<file path="config.mk">
export PLATFORM = sky130hd
export DESIGN_NAME = period_sequencer
export DESIGN_NICKNAME = d
export VERILOG_FILES = /design/src/rtl/game_pkg.sv /design/src/rtl/sec_countdown.sv /design/src/rtl/period_sequencer.sv
export SDC_FILE = /design/constraint.sdc
export NUM_CORES = 1
export LEC_CHECK = 0
export ABC_AREA = 1
export BUFFER_PORTS_ARGS = -buffer_cell sky130_fd_sc_hd__buf_4
export CAP_MARGIN = 20
export CELL_PAD_IN_SITES_DETAIL_PLACEMENT = 0
export CELL_PAD_IN_SITES_GLOBAL_PLACEMENT = 1
export CORE_MARGIN = 4
export CORE_UTILIZATION = 40
export DETAILED_ROUTE_END_ITERATION = 10
export GPL_TIMING_DRIVEN = 0
export HOLD_SLACK_MARGIN = 0.1
export PLACE_DENSITY_LB_ADDON = 0.1
export SYNTH_ARGS = -nofsm -noshare
export SYNTH_HDL_FRONTEND = slang
export SYNTH_SLANG_ARGS = --single-unit
</file>
<file path="constraint.sdc">
create_clock -name Clk100M -period 2.6 [get_ports Clk100M]
set_input_delay 0.26 -clock Clk100M [delete_from_list [all_inputs] [get_ports Clk100M]]
set_output_delay 0.26 -clock Clk100M [all_outputs]
set_load 0.005 [all_outputs]
</file>
<file path="src/rtl/game_pkg.sv">
// Shared definitions for the symbol-counting game: FSM states, period
// one-hot codes and the default period durations.
package game_pkg;

   typedef enum logic [2:0] {
      ST_IDLE   = 3'd0,
      ST_PRE    = 3'd1,
      ST_GAME   = 3'd2,
      ST_ANSWER = 3'd3,
      ST_POST   = 3'd4,
      ST_JUDGE  = 3'd5,
      ST_OVER   = 3'd6
   } state_t;

   // One-hot period codes, bit order {pre, game, answer, post}
   localparam logic [3:0] PERIOD_NONE   = 4'b0000;
   localparam logic [3:0] PERIOD_PRE    = 4'b1000;
   localparam logic [3:0] PERIOD_GAME   = 4'b0100;
   localparam logic [3:0] PERIOD_ANSWER = 4'b0010;
   localparam logic [3:0] PERIOD_POST   = 4'b0001;

   // Default durations in seconds, also used by the period display modules
   localparam int DEF_PRELIM_SEC    = 3;
   localparam int DEF_GAME_SEC_BASE = 10;
   localparam int DEF_GAME_SEC_MIN  = 3;
   localparam int DEF_ANSWER_SEC    = 5;
   localparam int DEF_POST_SEC      = 2;
   localparam int DEF_MAX_LEVEL     = 9;
   localparam int DEF_SEC_W         = 5;

   // Map a state to the period level that should be shown while in it
   function automatic logic [3:0] period_onehot(input state_t s);
      logic [3:0] p;
      p = PERIOD_NONE;
      case (s)
         ST_PRE:    p = PERIOD_PRE;
         ST_GAME:   p = PERIOD_GAME;
         ST_ANSWER: p = PERIOD_ANSWER;
         ST_POST:   p = PERIOD_POST;
         default:   p = PERIOD_NONE;
      endcase
      return p;
   endfunction

endpackage

</file>
<file path="src/rtl/sec_countdown.sv">
// Loadable seconds down-counter. A load takes priority over a coincident
// tick, so the tick that triggers a reload is consumed by the reload.
module sec_countdown #(
   parameter int SEC_W = 5
) (
   input  logic             clk,
   input  logic             rst_n,
   input  logic             load,
   input  logic [SEC_W-1:0] load_val,
   input  logic             tick,
   output logic [SEC_W-1:0] value,
   output logic             expire
);

   logic [SEC_W-1:0] value_q;
   logic [SEC_W-1:0] value_d;

   // Next count: load wins, otherwise decrement on tick while non-zero
   always_comb begin
      value_d = value_q;
      if (load) begin
         value_d = load_val;
      end else if (tick && (value_q != '0)) begin
         value_d = value_q - SEC_W'(1);
      end
   end

   // Count register
   always_ff @(posedge clk or negedge rst_n) begin
      if (!rst_n) begin
         value_q <= '0;
      end else begin
         value_q <= value_d;
      end
   end

   assign value  = value_q;
   assign expire = tick && (value_q == SEC_W'(1));

endmodule

</file>
<file path="src/rtl/period_sequencer.sv">
// Game-flow controller: walks PRE -> GAME -> ANSWER -> POST -> JUDGE,
// times each period from the 1 Hz strobe and applies the judge verdict.
module period_sequencer
   import game_pkg::*;
#(
   parameter int PRELIM_SEC    = DEF_PRELIM_SEC,
   parameter int GAME_SEC_BASE = DEF_GAME_SEC_BASE,
   parameter int GAME_SEC_MIN  = DEF_GAME_SEC_MIN,
   parameter int ANSWER_SEC    = DEF_ANSWER_SEC,
   parameter int POST_SEC      = DEF_POST_SEC,
   parameter int MAX_LEVEL     = DEF_MAX_LEVEL,
   parameter int SEC_W         = DEF_SEC_W
) (
   input  logic             Clk100M,
   input  logic             resetN,
   input  logic             tick1Hz,
   input  logic             startReq,
   input  logic             judgeValid,
   input  logic             judgePass,
   output logic             prelimSig,
   output logic             gameSig,
   output logic             answerSig,
   output logic             postSig,
   output logic             pre,
   output logic             game,
   output logic             answer,
   output logic             post,
   output logic             startGen,
   output logic             stopGen,
   output logic             stopCount,
   output logic             levelComplete,
   output logic [SEC_W-1:0] secLeft,
   output logic [3:0]       curLevel,
   output logic             win,
   output logic             lose
);

   localparam int SEC_MAX = (1 << SEC_W) - 1;
   localparam int WIDE_W  = SEC_W + 4;

   // Reject durations that do not fit the seconds counter
   if (PRELIM_SEC < 1 || PRELIM_SEC > SEC_MAX ||
       GAME_SEC_BASE < 1 || GAME_SEC_BASE > SEC_MAX ||
       GAME_SEC_MIN < 1 || GAME_SEC_MIN > SEC_MAX ||
       ANSWER_SEC < 1 || ANSWER_SEC > SEC_MAX ||
       POST_SEC < 1 || POST_SEC > SEC_MAX) begin : g_bad_len
      $error("period_sequencer: period length out of range for SEC_W");
   end
   if (MAX_LEVEL < 1 || MAX_LEVEL > 15) begin : g_bad_level
      $error("period_sequencer: MAX_LEVEL must be 1..15");
   end

   state_t           state_q, state_d;
   logic [3:0]       period_q, period_d;
   logic [7:0]       pulse_q, pulse_d;
   logic [3:0]       level_q, level_d;
   logic             win_q, win_d;
   logic             lose_q, lose_d;

   logic             cnt_load;
   logic [SEC_W-1:0] cnt_load_val;
   logic             cnt_tick;
   logic             cnt_expire;
   logic [SEC_W-1:0] cnt_value;

   logic [WIDE_W-1:0] lvl_m1;
   logic [WIDE_W-1:0] game_wide;
   logic [SEC_W-1:0]  game_len;

   // Pulse vector bit positions
   localparam int B_PRELIM = 7;
   localparam int B_GAME   = 6;
   localparam int B_ANSWER = 5;
   localparam int B_POST   = 4;
   localparam int B_START  = 3;
   localparam int B_STOPG  = 2;
   localparam int B_STOPC  = 1;
   localparam int B_LVLC   = 0;

   // Ticks only count inside the timed periods
   assign cnt_tick = tick1Hz && ((state_q == ST_PRE) || (state_q == ST_GAME) ||
                                 (state_q == ST_ANSWER) || (state_q == ST_POST));

   sec_countdown #(
      .SEC_W (SEC_W)
   ) u_countdown (
      .clk      (Clk100M),
      .rst_n    (resetN),
      .load     (cnt_load),
      .load_val (cnt_load_val),
      .tick     (cnt_tick),
      .value    (cnt_value),
      .expire   (cnt_expire)
   );

   // Game length shrinks one second per level, clamped at the minimum;
   // compared in the wide domain so the subtraction never wraps
   always_comb begin
      lvl_m1 = WIDE_W'(level_q) - WIDE_W'(1);
      if ((lvl_m1 + WIDE_W'(GAME_SEC_MIN)) >= WIDE_W'(GAME_SEC_BASE)) begin
         game_wide = WIDE_W'(GAME_SEC_MIN);
      end else begin
         game_wide = WIDE_W'(GAME_SEC_BASE) - lvl_m1;
      end
      game_len = SEC_W'(game_wide);
   end

   // Next-state, counter load and output computation
   always_comb begin
      state_d      = state_q;
      pulse_d      = '0;
      level_d      = level_q;
      win_d        = win_q;
      lose_d       = lose_q;
      cnt_load     = 1'b0;
      cnt_load_val = '0;
      case (state_q)
         ST_IDLE, ST_OVER: begin
            if (startReq) begin
               state_d           = ST_PRE;
               level_d           = 4'd1;
               win_d             = 1'b0;
               lose_d            = 1'b0;
               cnt_load          = 1'b1;
               cnt_load_val      = SEC_W'(PRELIM_SEC);
               pulse_d[B_PRELIM] = 1'b1;
            end
         end
         ST_PRE: begin
            if (cnt_expire) begin
               state_d          = ST_GAME;
               cnt_load         = 1'b1;
               cnt_load_val     = game_len;
               pulse_d[B_GAME]  = 1'b1;
               pulse_d[B_START] = 1'b1;
            end
         end
         ST_GAME: begin
            if (cnt_expire) begin
               state_d           = ST_ANSWER;
               cnt_load          = 1'b1;
               cnt_load_val      = SEC_W'(ANSWER_SEC);
               pulse_d[B_ANSWER] = 1'b1;
               pulse_d[B_STOPG]  = 1'b1;
            end
         end
         ST_ANSWER: begin
            if (cnt_expire) begin
               state_d          = ST_POST;
               cnt_load         = 1'b1;
               cnt_load_val     = SEC_W'(POST_SEC);
               pulse_d[B_POST]  = 1'b1;
               pulse_d[B_STOPC] = 1'b1;
            end
         end
         ST_POST: begin
            if (cnt_expire) begin
               state_d         = ST_JUDGE;
               cnt_load        = 1'b1;
               cnt_load_val    = '0;
               pulse_d[B_LVLC] = 1'b1;
            end
         end
         ST_JUDGE: begin
            if (judgeValid) begin
               if (judgePass && (level_q < 4'(MAX_LEVEL))) begin
                  state_d           = ST_PRE;
                  level_d           = level_q + 4'd1;
                  cnt_load          = 1'b1;
                  cnt_load_val      = SEC_W'(PRELIM_SEC);
                  pulse_d[B_PRELIM] = 1'b1;
               end else if (judgePass) begin
                  state_d = ST_OVER;
                  win_d   = 1'b1;
               end else begin
                  state_d = ST_OVER;
                  lose_d  = 1'b1;
               end
            end
         end
         default: begin
            state_d = ST_IDLE;
         end
      endcase
      period_d = period_onehot(state_d);
   end

   // State and registered outputs
   always_ff @(posedge Clk100M or negedge resetN) begin
      if (!resetN) begin
         state_q  <= ST_IDLE;
         period_q <= PERIOD_NONE;
         pulse_q  <= '0;
         level_q  <= '0;
         win_q    <= 1'b0;
         lose_q   <= 1'b0;
      end else begin
         state_q  <= state_d;
         period_q <= period_d;
         pulse_q  <= pulse_d;
         level_q  <= level_d;
         win_q    <= win_d;
         lose_q   <= lose_d;
      end
   end

   assign prelimSig     = pulse_q[B_PRELIM];
   assign gameSig       = pulse_q[B_GAME];
   assign answerSig     = pulse_q[B_ANSWER];
   assign postSig       = pulse_q[B_POST];
   assign startGen      = pulse_q[B_START];
   assign stopGen       = pulse_q[B_STOPG];
   assign stopCount     = pulse_q[B_STOPC];
   assign levelComplete = pulse_q[B_LVLC];
   assign pre           = period_q[3];
   assign game          = period_q[2];
   assign answer        = period_q[1];
   assign post          = period_q[0];
   assign secLeft       = cnt_value;
   assign curLevel      = level_q;
   assign win           = win_q;
   assign lose          = lose_q;

endmodule

</file>
==> impl_results.md <==
- Run status: complete, no violations
- Cts bufs inserted: 3
- Power per cell area: 851 nW/um^2
- Largest net degree at the start of global routing: 24
- Max_cap viols: 0
- Max clock buf depth: 2
- Vias per inst: ~4.8
- Mux share of post-synthesis cell area: 0%
- Worst setup endpoint: u_countdown.value[1]
- Vias in the first global route: 1341
- R2R Path Start: curLevel[0]
- Final Hold Fails: 0
- GR Overflow Total: 0
- Initial antenna violation count: 0
- CTS H-Tree Depth: 1
- Worst setup path class: reg2reg
- Crit path launch: curLevel[0]
- Violation count after the first detailed-route iteration: 47
- DP HPWL: around 2800 um
- Die height: 71.5 um
- Sink Count: 23
- Clk root buf: clkbuf_8
- Arr. time, crit path: 2.22 ns
- Gr usage total: between 10 and 15%
- Slowest cell on crit path: dfrtp_1
- Worst-path clk slew: 0.08 ns
- YS warnings: 0
- Startpoint types: flip-flop
- Worst VDD drop: approximately 0.38 mV
- Max Slew Vio Count: 0
- Final TNS setup: 0 ns
- Design area: 1940 um^2
- N_diodes: 0
- CTS tree: built
- Worst reg-to-reg setup slack: between 0.5 and 0.6 ns
- HP Class: in2reg
- Final WS setup: roughly 0.55 ns
- Final min period: roughly 2 ns
- Leak pwr: 1.09 nW
- F_max: just under 500 MHz
- Worst stage delay on the critical path: between 0.4 and 0.5 ns
- Core area: 3770 um^2
- Die Area: between 5000 and 6000 um^2
- Initial Util: between 40% and 50%
- DR WL/cell: 12.2 um
- Final Cycle Share: between 70 and 80%
- Worst-margin pin slew: roughly 0.34 ns
- Crit. End Element: flip-flop
- Syn_area_per_cell: 8.15 um^2
- Routed vias: ~1300
- Area delta synth->final: 20.2%
- Adder-Cell Fraction of Synth Area: under 10%
- Register area: about 580 um^2
- Simple-gate area share of the yosys netlist: approximately two fifths
- CP Data Required Time: 2.77 ns
- Worst path cell trace: clkbuf_2 -> inv_1 -> ha_1 -> nand2_1 -> nand2_1 -> nand4_4 -> nand2_4 -> nor2_8 -> nand2_4 -> inv_2 -> nand2_1 -> nand2_1 -> inv_1
- R2R depth: 13
- DR pass1 iterations: 4
- Critical-path maximum fanout: 9
- Placed Area: 1880 um^2
- Largest family of logic cells by synthesized area: simple AND/OR/NAND/NOR gates
- Seq cells post-synth: 23
- RSZ-0062 raised after global routing: false
- Synth Area in Compound Gates: a little under 8%
- Multi-input logic area: 910 um^2
- Final GP Congestion: about 0.8
- Relative slew slack: approximately 77%
- Final total power: ~1.7 mW
- Row count: 22
- First-pass GRT wire length: about 6000 um
- Fill cells: between 300 and 400
- Register area share after synthesis: around 36%
- Place WS: ~0.56 ns
- Width of the die: around 72 um
- Cells after synthesis: a little under 200
- PortBufs: 28
- DR DRC count: 0
- Final setup vio count: 0
- Most used cell, CP: nand2_1
- Clk_skew: 0.00459 ns
- Net count after synthesis: 214
- Clk Latency, worst-skew pair: about 0.27 ns
- I/O pin total: 29
- Post-Synth XOR/XNOR Area: approximately 1.1%
- Antenna Nets Post-Route: 0
- Post-cts repair resize count: 0
- FF-to-FF End: u_countdown.value[1]
- Post-Route WL: roughly 3400 um
- Layout cell share with drive strength beyond 1: around 30%
- Distinct cell type count after synthesis: 28
- Mapped Area: around 1600 um^2
- Nets: 248
-- layout by cell type, fill, tap and decap left out, drive strengths merged --
cell type | synthesis | routed
dlygate4sd3 | 0 | 1
nand3b | 1 | 1
clkbuf | 1 | 4
a211oi | 1 | 1
nand3 | 24 | 24
buf | 3 | 31
o21a | 1 | 1
dfrtp | 23 | 23
ha | 10 | 10
nand2 | 56 | 56
clkinv | 1 | 2
xor2 | 2 | 2
nor2 | 25 | 25
inv | 26 | 26
a21oi | 6 | 6
nand4 | 1 | 1
o21ai | 11 | 11
a31oi | 1 | 1
nor3 | 5 | 5
-- how the worst min path moves through the flow --
stage	startpoint	to	slack, ns	cells after the start
4_1_cts	tick1Hz	pulse_q[6]	0.34	3
3_3_place_gp	resetN	lose	0.17	1
5_1_grt	tick1Hz	pulse_q[6]	0.35	3
6_report	tick1Hz	pulse_q[6]	0.34	3
2_1_floorplan	resetN	curLevel[0]	-0.04	0
3_5_place_dp	resetN	lose	0.18	1
-- synthesized netlist by cell type (all sizes together) --
| cell | instances | area, um^2 |
|---|---|---|
| nor3 | 5 | 25.0 |
| xor2 | 2 | 17.5 |
| a31oi | 1 | 6.26 |
| a21oi | 6 | 30.0 |
| a211oi | 1 | 12.5 |
| ha | 10 | 125 |
| buf | 3 | 22.5 |
| nor2 | 25 | 176 |
| nand4 | 1 | 21.3 |
| dfrtp | 23 | 576 |
| clkinv | 1 | 3.75 |
| nand3b | 1 | 20.0 |
| clkbuf | 1 | 5.00 |
| o21ai | 11 | 70.1 |
| nand2 | 56 | 263 |
| o21a | 1 | 7.51 |
| nand3 | 24 | 135 |
| inv | 26 | 97.6 |
-- what timing repair did --
action,in CTS,in global routing
buffers inserted,0,0
hold buffers,1,0
hold endpoints to repair,23,0
-- worst max-delay path: cells and delay by family (launching register included) --
family	cells	cell delay, ns
AND/OR/NAND/NOR	8	0.80
buffers and inverters	4	0.46
flip-flops	1	0.44
adder cells (fa/ha/maj)	1	0.26
-- stage by stage --
stage               instances  util, %  hold slack [ns]
floorplan                 198        -          -0.0356
CTS                       279     51.5            0.343
global placement          274     50.0            0.170
finish                    279     51.5            0.343
detailed placement        274     50.0            0.177
global route              279     51.5            0.352
-- routing by layer --
metal / vias to the layer above / routed length [um] / track usage [%]
met5: - / 0 / 0
met4: 0 / 39 / 4.38
li1: 694 / - / -
met2: 20 / 1610 / 24.6
met3: 5 / 117 / 1.68
met1: 612 / 1620 / 20.2
-- flip-flops by register name (all words and copies together), names as in the netlist --
| signal | count |
|---|---|
| pulse_q | 5 |
| curLevel | 4 |
| period_q | 4 |
| u_countdown.value | 5 |
| lose | 1 |
| state_q | 3 |
| win | 1 |
-- report_power, final --
group | switching [mW] | internal [mW]
clock network | 0.116 | 0.107
registers | 0.0877 | 0.455
logic | 0.530 | 0.355
-- cell type report --
class | count | area share, %
well taps | 48 | 3.09
plain buffers | 4 | 1.42
inverters | 27 | 5.22
clock inverters | 1 | 0.258
multi-input cells | 144 | 46.9
flip-flops and latches | 23 | 29.7
clock buffers | 3 | 2.13
repair buffers | 29 | 11.3
-- cell families after synthesis --
| family | count (synthesis) |
|---|---|
| AOI/OAI and AO/OA | 20 |
| xor gates and xnor gates | 2 |
| adders and majority gates | 10 |
| buffers and inverters | 31 |
| DFF | 23 |
| and+or+nand+nor | 112 |
Note: power is estimated with default switching activity, not from simulation.
